==> src/rtl/ws2812_transmissor.sv <==
// ws2812_transmissor
//   Serial transmitter for a WS2812-style LED strip. It walks the pixel index
//   led_idx through 0..NUM_LEDS-1, pulls each 24-bit {R,G,B} colour from the
//   colour mixer on cor_led and streams it MSB first in wire order {G,R,B} as
//   NRZ pulse-width bits. After the last pixel the line is held low for the
//   latch gap, and then a single done pulse is given.
//
// Ports
//   clock    in   1   rising-edge clock
//   reset_n  in   1   synchronous reset, active low
//   start    in   1   frame request, only looked at while idle
//   cor_led  in  24   {R,G,B} colour of pixel led_idx, valid 1 cycle after
//                     led_idx changes
//   led_idx  out  N   pixel currently being fetched
//   dout     out  1   strip data line (registered)
//   busy     out  1   frame in progress
//   done     out  1   one-cycle pulse after the latch gap
module ws2812_transmissor #(
  parameter int unsigned N        = 10,
  parameter int unsigned NUM_LEDS = 16,
  parameter int unsigned TBIT     = 63,
  parameter int unsigned T0H      = 20,
  parameter int unsigned T1H      = 40,
  parameter int unsigned TRESET   = 3000
) (
  input  logic         clock,
  input  logic         reset_n,
  input  logic         start,
  input  logic [23:0]  cor_led,
  output logic [N-1:0] led_idx,
  output logic         dout,
  output logic         busy,
  output logic         done
);

  // ---------------------------------------------------------------------------
  // Derived widths and constants
  // ---------------------------------------------------------------------------
  localparam int unsigned PW = (TBIT > 1) ? $clog2(TBIT) : 1;
  localparam int unsigned GW = (TRESET > 0) ? $clog2(TRESET + 1) : 1;

  localparam logic [PW-1:0] PH_LAST  = PW'(TBIT - 1);
  localparam logic [PW-1:0] PH_FETCH = PW'(TBIT - 2);
  localparam logic [PW-1:0] HIGH_0   = PW'(T0H);
  localparam logic [PW-1:0] HIGH_1   = PW'(T1H);
  localparam logic [GW-1:0] GAP_LAST = GW'(TRESET - 1);
  localparam logic [N-1:0]  PIX_LAST = N'(NUM_LEDS - 1);
  localparam logic [4:0]    BIT_TOP  = 5'd23;

  // ---------------------------------------------------------------------------
  // State encoding
  // ---------------------------------------------------------------------------
  localparam logic [1:0] ST_IDLE = 2'd0;
  localparam logic [1:0] ST_LOAD = 2'd1;
  localparam logic [1:0] ST_BITS = 2'd2;
  localparam logic [1:0] ST_GAP  = 2'd3;

  // ---------------------------------------------------------------------------
  // Elaboration-time parameter sanity
  // ---------------------------------------------------------------------------
  generate
    if (NUM_LEDS < 1 || NUM_LEDS > (1 << N)) begin : g_bad_num_leds
      $error("ws2812_transmissor: NUM_LEDS must be in 1..2^N");
    end
    if (!(T0H > 0 && T0H < T1H && T1H < TBIT)) begin : g_bad_timing
      $error("ws2812_transmissor: need 0 < T0H < T1H < TBIT");
    end
    if (TRESET < 1) begin : g_bad_reset_gap
      $error("ws2812_transmissor: TRESET must be at least 1");
    end
  endgenerate

  // ---------------------------------------------------------------------------
  // Registers
  // ---------------------------------------------------------------------------
  logic [1:0]    state;
  logic [PW-1:0] phase;
  logic [GW-1:0] gap_cnt;
  logic [N-1:0]  pixel;
  logic [4:0]    bit_cnt;
  logic [23:0]   shreg;
  logic [23:0]   hold;

  // Next-state values
  logic [1:0]    state_n;
  logic [PW-1:0] phase_n;
  logic [GW-1:0] gap_n;
  logic [N-1:0]  pixel_n;
  logic [4:0]    bit_cnt_n;
  logic [23:0]   shreg_n;
  logic [23:0]   hold_n;
  logic          dout_n;
  logic          busy_n;
  logic          done_n;

  logic          prefetch;
  logic          last_pixel;
  logic [PW-1:0] high_len;

  // {R,G,B} from the mixer becomes {G,R,B} on the wire.
  function automatic logic [23:0] wire_order(input logic [23:0] rgb);
    return {rgb[15:8], rgb[23:16], rgb[7:0]};
  endfunction

  assign last_pixel = (pixel == PIX_LAST);

  // During the final bit of every pixel except the last, the next pixel's
  // index is already presented so its colour has settled by PH_FETCH.
  assign prefetch = (state == ST_BITS) && (bit_cnt == '0) && !last_pixel;

  assign led_idx  = prefetch ? pixel + N'(1) : pixel;

  // ---------------------------------------------------------------------------
  // Next-state logic
  // ---------------------------------------------------------------------------
  always_comb begin
    state_n   = state;
    phase_n   = phase;
    gap_n     = gap_cnt;
    pixel_n   = pixel;
    bit_cnt_n = bit_cnt;
    shreg_n   = shreg;
    hold_n    = hold;
    busy_n    = busy;
    done_n    = 1'b0;

    case (state)
      ST_IDLE: begin
        pixel_n = '0;
        busy_n  = 1'b0;
        if (start) begin
          state_n = ST_LOAD;
          busy_n  = 1'b1;
        end
      end

      ST_LOAD: begin
        shreg_n   = wire_order(cor_led);
        bit_cnt_n = BIT_TOP;
        phase_n   = '0;
        state_n   = ST_BITS;
      end

      ST_BITS: begin
        if (prefetch && (phase == PH_FETCH)) begin
          hold_n = wire_order(cor_led);
        end

        if (phase == PH_LAST) begin
          phase_n = '0;
          if (bit_cnt != '0) begin
            shreg_n   = {shreg[22:0], 1'b0};
            bit_cnt_n = bit_cnt - 5'd1;
          end else if (!last_pixel) begin
            // Prefetched pixel follows with no gap in the bit stream.
            shreg_n   = hold;
            bit_cnt_n = BIT_TOP;
            pixel_n   = pixel + N'(1);
          end else begin
            state_n = ST_GAP;
            gap_n   = '0;
          end
        end else begin
          phase_n = phase + PW'(1);
        end
      end

      ST_GAP: begin
        if (gap_cnt == GAP_LAST) begin
          state_n = ST_IDLE;
          done_n  = 1'b1;
          busy_n  = 1'b0;
          pixel_n = '0;
          gap_n   = '0;
        end else begin
          gap_n = gap_cnt + GW'(1);
        end
      end

      default: begin
        state_n = ST_IDLE;
        busy_n  = 1'b0;
        pixel_n = '0;
      end
    endcase

    // dout is computed from the upcoming bit and phase so that the registered
    // line rises in the very first BITS cycle rather than one cycle late.
    high_len = shreg_n[23] ? HIGH_1 : HIGH_0;
    dout_n   = (state_n == ST_BITS) && (phase_n < high_len);
  end

  // ---------------------------------------------------------------------------
  // State registers
  // ---------------------------------------------------------------------------
  always_ff @(posedge clock) begin
    if (!reset_n) begin
      state   <= ST_IDLE;
      phase   <= '0;
      gap_cnt <= '0;
      pixel   <= '0;
      bit_cnt <= '0;
      shreg   <= '0;
      hold    <= '0;
      dout    <= 1'b0;
      busy    <= 1'b0;
      done    <= 1'b0;
    end else begin
      state   <= state_n;
      phase   <= phase_n;
      gap_cnt <= gap_n;
      pixel   <= pixel_n;
      bit_cnt <= bit_cnt_n;
      shreg   <= shreg_n;
      hold    <= hold_n;
      dout    <= dout_n;
      busy    <= busy_n;
      done    <= done_n;
    end
  end

endmodule

==> config.mk <==
export PLATFORM = sky130hd
export DESIGN_NAME = ws2812_transmissor
export DESIGN_NICKNAME = d
export VERILOG_FILES = /design/src/rtl/ws2812_transmissor.sv
export SDC_FILE = /design/constraint.sdc
export NUM_CORES = 1
export LEC_CHECK = 0
export BUFFER_PORTS_ARGS = -buffer_cell sky130_fd_sc_hd__buf_2
export CORE_UTILIZATION = 55
export CTS_BUF_LIST = sky130_fd_sc_hd__clkbuf_4
export DETAILED_ROUTE_END_ITERATION = 6
export PLACE_DENSITY = 0.79
export SYNTH_ARGS = -nofsm -noshare
export SYNTH_HDL_FRONTEND = slang
export SYNTH_SLANG_ARGS = --single-unit
export TNS_END_PERCENT = 50
==> constraint.sdc <==
create_clock -name clock -period 3.2 [get_ports clock]
set_clock_uncertainty 0.15 [all_clocks]
set_input_delay 0.16 -clock clock [delete_from_list [all_inputs] [get_ports clock]]
set_output_delay 0.16 -clock clock [all_outputs]
set_load 0.02 [all_outputs]
After elaboration in Yosys (flattened, before gate mapping). Index checks and enable logic that the tools add are counted.

Bits in registers: 86. Output and inout bits: 13. Logic and storage cells: 80.

$add $sub $neg: 4. Magnitude comparators: 1. Eq/ne operators: 14. Muxes and demuxes: 32. Reductions and logical operators: 18.

Operators by type and width (count): 2-to-1 mux 24 bit (3); 2-to-1 mux 10 bit (5); 2-to-1 mux 12 bit (4); case mux 24 bit (2 select lines) (1); case mux 10 bit (3 select lines) (1); case mux 12 bit (2 select lines) (1); 2-to-1 mux 5 bit (3); adder 12 x 1 -> 12 bit (second input constant) (1); == test 12 bit (second input constant) (1); == test 6 bit (second input constant) (2); 2-to-1 mux 6 bit (2); case mux 6 bit (2 select lines) (1); adder 10 x 1 -> 10 bit (second input constant) (1); == test 10 x 4 -> 1 bit (second input constant) (1); 2-to-1 mux 2 bit (5); case mux 5 bit (2 select lines) (1); inequality test 2 bit (second input constant) (4); case mux 2 bit (4 select lines) (1); adder 6 x 1 -> 6 bit (second input constant) (1); == test 2 bit (second input constant) (3); less-than comparator 6 bit (1); AND reduction 2 bit (3); nonzero test 2 bit (3); logical NOT 5 bit (1); 14 further kinds (19).

Longest topological paths before layout.
Depth in word-level cells: 8. Mapped depth: 13. Depth with buffers taken out: 11.

Worst setup path before layout. OpenSTA, ideal clock, no wires.

Path kind: register to register. From: register bit_cnt[0]. To: register dout. Library setup time: 74 ps. Arrival time: 2676 ps. Data required time: 2976 ps. Setup slack: 300 ps. Stages on the path, launching flop included: 13. Buffers on the path: 1. Period minus slack after synthesis: 2900 ps. Cells stage by stage: dfxtp_1 > inv_1 > ha_1 > or4b_1 > buf_2 > a311oi_4 > and3_1 > o22ai_1 > and2_1 > ha_1 > nor3b_1 > o221ai_1 > a31oi_1.

Longest elaborated chain between the ends: 7. Elaborated cells on any way between the ends: 11. Classes of those cells: 1 x order compare; 1 x eq/ne; 7 x mux; 2 x reduce/logical.

RTL lines: from (decl) (RTL line 80) `logic [4:0] bit_cnt;`; from (signal assigned) (RTL line 213) `bit_cnt <= bit_cnt_n;`; nonzero test 5 bit * (RTL line 151) `if (bit_cnt != '0) begin`; 2-to-1 mux 24 bit (RTL line 151); 2-to-1 mux 24 bit (RTL line 149) `if (phase == PH_LAST) begin`; case mux 24 bit (2 select lines) (RTL line 127) `case (state)`; 2-to-1 mux 6 bit (RTL line 189) `high_len = shreg_n[23] ? HIGH_1 : HIGH_0;`; less-than comparator 6 bit (RTL line 190) `dout_n = (state_n == ST_BITS) && (phase_n < high_len);`; logical AND 1 bit * (RTL line 190); to (signal assigned) (RTL line 216) `dout <= dout_n;`; to (decl) (RTL line 31) `output logic dout,`.

Mark *: on every way between the ends. The rest lies on a longest branch, timed or not. The select of a mux whose other input is x is not followed. A chain may end at the register's enable or synchronous reset.

Final worst setup path. Same ends and word-level chain as after synthesis.

==> key figures <==
Run status
  – Status: complete, no violations

Critical path
  – CP max FO: 27
  – Critical path class: flop to flop
  – Delay-heaviest family, CP: simple AND/OR/NAND/NOR gates
  – Crit path buffers/inverters: 2
  – Crit-path max cell delay: about 0.5 ns
  – Slowest CP cell: or4b_1
  – Worst setup SP type: flop
  – Crit end category: flop
  – Required time of the critical path: 3.42 ns
  – Worst EP arrival: between 3 and 4 ns
  – Crit-path cells: inv_1 -> ha_1 -> or4b_1 -> buf_4 -> nand2_1 -> o221ai_1 -> o22ai_1 -> and2_1 -> ha_1 -> nor3b_1 -> o221ai_1 -> a31oi_1

Routing
  – DR vias/cell: 6.16
  – DRC viols: 0
  – Vias: about 4100
  – Routed wire length per instance: ~16 µm
  – DRT antenna net count: 0
  – 1st-pass router iterations: 6
  – WL final: ~11000 µm
  – DRT iter0 DRCs: ~260

Clocking
  – CTS Sinks: 86
  – H-Tree Depth: 3
  – Clock transition at path regs: approximately 0.13 ns
  – Clock latency on the worst-skew pair: 0.44 ns
  – CTS buffer count: 9
  – Post-CTS Setup Inserts: 0
  – TritonCTS clock tree: built
  – Root buffer cell: clkbuf_4
  – Clk buf depth: 2

STA
  – Fmax: around 340 MHz
  – Max-slew violations: 0
  – RSZ-0062 raised after global routing: false
  – Final setup vio count: 0
  – Slew margin rel.: 59.5%
  – Final min period: between 2 and 3 ns
  – Final Hold Vio Count: 0
  – Setup TNS: 0 ns
  – Period utilization: between 90 and 100%
  – Worst-margin pin slew: between 0.6 and 0.7 ns

Synth
  – Sequential area share after synthesis: 37.5%
  – Synth warnings: 0
  – Post-synth EDFFs: 0
  – Syn Area/Cell: between 8 and 9 µm²
  – Synth top area share: 37.5%
  – Syn_nets: roughly 560
  – Synth Flop Type: dfxtp_1
  – Ranking of synthesized cells by area: dfxtp_1 38%, mux2i_1 5.7%, o211a_1 5.0%
  – Ys async rst share: 0%
  – Cells after Synth: approximately 520
  – #FFs+latches synth: 86
  – Yosys cell types: 60
  – Largest area contributor in the netlist: dfxtp_1
  – Mapped cell area: 0.00459 mm²

Final layout
  – Area delta synth->final: 14.5%
  – Leading cell type in the layout, fill and taps excluded: dfxtp_1
  – ANT cells: 0
  – Filler cells: ~640
  – Nets@finish: just over 600
  – Commonest cells after routing, fill and taps aside: 86 x dfxtp_1, 47 x nor2_1, 41 x a21oi_1
  – Fin cells: 673
  – Layout cells sized above 1: between 10 and 15%

Global route
  – Vias in the first global route: 3914
  – Gr usage total: about a quarter
  – Met1 Track Usage GR: approximately 32%
  – Initial antenna violation count: 0
  – Largest net degree at the start of global routing: 38
  – M2 GR Usage: between 40% and 50%
  – First-pass GRT wire length: ~18000 µm
  – Global Route met3 Usage: roughly 3.8%
  – Grt total ovfl: 0
  – GRT Max-Usage Layer: met2

Run
  – Max-cap violations: 0

Placement
  – GPL Wtd Cong: around 0.85
  – HPWL Detailed: 6730 µm
  – Placed cell count: around 630
  – IO buf count: 39

Power and ir drop
  – Power per Cell Area: between 400 and 500 mW/mm²
  – Sw Ratio: between 30% and 40%
  – Net Sw Power: just under 0.8 mW
  – Leakage: between 2 and 2.5 nW
  – Internal Power: around 1.6 mW
  – Register share of total power: 49.5%
  – Clock group share of total power: approximately a quarter
  – Combinational share of power: 25.1%
  – Peak supply drop: between 300 and 400 µV

Floorplan
  – Die area: 0.00871 mm²
  – Initial core utilization: between 50% and 60%
  – Core area: approximately 0.008 mm²
  – Row count: 32
  – Chip width: ~93 µm
  – Top-level I/O count: 40
  – Vert. Die Dim: about 93 µm

Worst hold path
  – Hold crit path type: flop to flop
==> area by class of cell <==
type,count,area [µm²],area share [%]
inverter,12,45.0,0.858
timing repair buffer,81,576,11.0
multi-input combinational,377,2650,50.5
tap,102,128,2.43
clock buffer,9,67.6,1.29
clock inverter,6,61.3,1.17
sequential,86,1720,32.8
==> metrics by stage <==
stage / hold WS (ns) / power, mW / instance area, µm² / utilization [%] / worst slack, ns
detailed placement: 0.265 / 1.77 / 4840 / 61.4 / 0.339
CTS: 0.322 / 2.40 / 5230 / 66.3 / 0.140
global route: 0.346 / 2.54 / 5250 / 66.6 / 0.119
global placement: 0.257 / 1.76 / 4840 / 61.4 / 0.440
finish: 0.338 / 2.41 / 5250 / 66.6 / 0.273
floorplan: 0.154 / 1.62 / 4590 / - / 0.300
==> path summary, 6_finish.rpt <==
kind              start   end  slack, ns  cells after the start
max          bit_cnt[0]  dout       0.27                     12
min                busy  busy       0.34                      2
max reg2reg  bit_cnt[0]  dout       0.27                     12
min reg2reg        busy  busy       0.34                      2
==> metal layers <==
layer	up-vias	part of all wire (%)	wire length (µm)
met5	-	0	0
met2	116	48	5080
met3	18	4.8	512
met4	0	1.6	172
li1	2036	-	-
met1	1975	45	4800
==> cells in the mapped netlist, drive strengths merged, types with 4 or more instances <==
cell type / n
dfxtp: 86
nor2: 47
a21oi: 41
clkbuf: 31
nand2: 28
mux2i: 26
a22oi: 23
o211a: 23
o211ai: 22
nand3: 15
buf: 13
ha: 13
nor3: 13
inv: 12
o21ai: 12
and3: 11
or3: 11
xnor2: 10
o31ai: 9
or4: 7
nand4: 6
a31oi: 5
xor2: 5
a221o: 4
o21a: 4
==> timing repair <==
item                       4_1_cts  5_1_grt
hold buffers                    26        0
hold endpoints to repair        52        0
gates resized for setup          0        2
setup endpoints to repair        0        2
==> worst min-delay path: cells and delay by family (launching register included) <==
kind | cells | cell delay (ns)
AOI/OAI and AO/OA | 1 | 0.06
DFF | 1 | 0.33
and+or+nand+nor | 1 | 0.06
==> power by group through the flow <==
stage	clock network [mW]	registers (mW)	logic, mW
after floorplan	0	1.20	0.419
after detailed placement	0	1.21	0.563
final	0.611	1.19	0.604
after global routing	0.674	1.20	0.661
after CTS	0.627	1.19	0.589
after global placement	0	1.21	0.552
==> cell families after synthesis <==
family | count (synthesis) | share of synthesized area, %
AO/OA/AOI/OAI | 167 | 27.0
XOR/XNOR | 15 | 2.86
adder cells (fa/ha/maj) | 13 | 3.55
buffers and inverters | 56 | 5.18
flip-flops | 86 | 37.5
multiplexers | 26 | 5.67
AND/OR/NAND/NOR | 156 | 18.2
==> flip-flops by register name (all words and copies together), names as in the netlist <==
name     flops
bit_cnt      5
busy         1
done         1
dout         1
gap_cnt     12
hold        24
phase        6
pixel       10
shreg       24
state        2
Power figures use the tool's default switching activity.
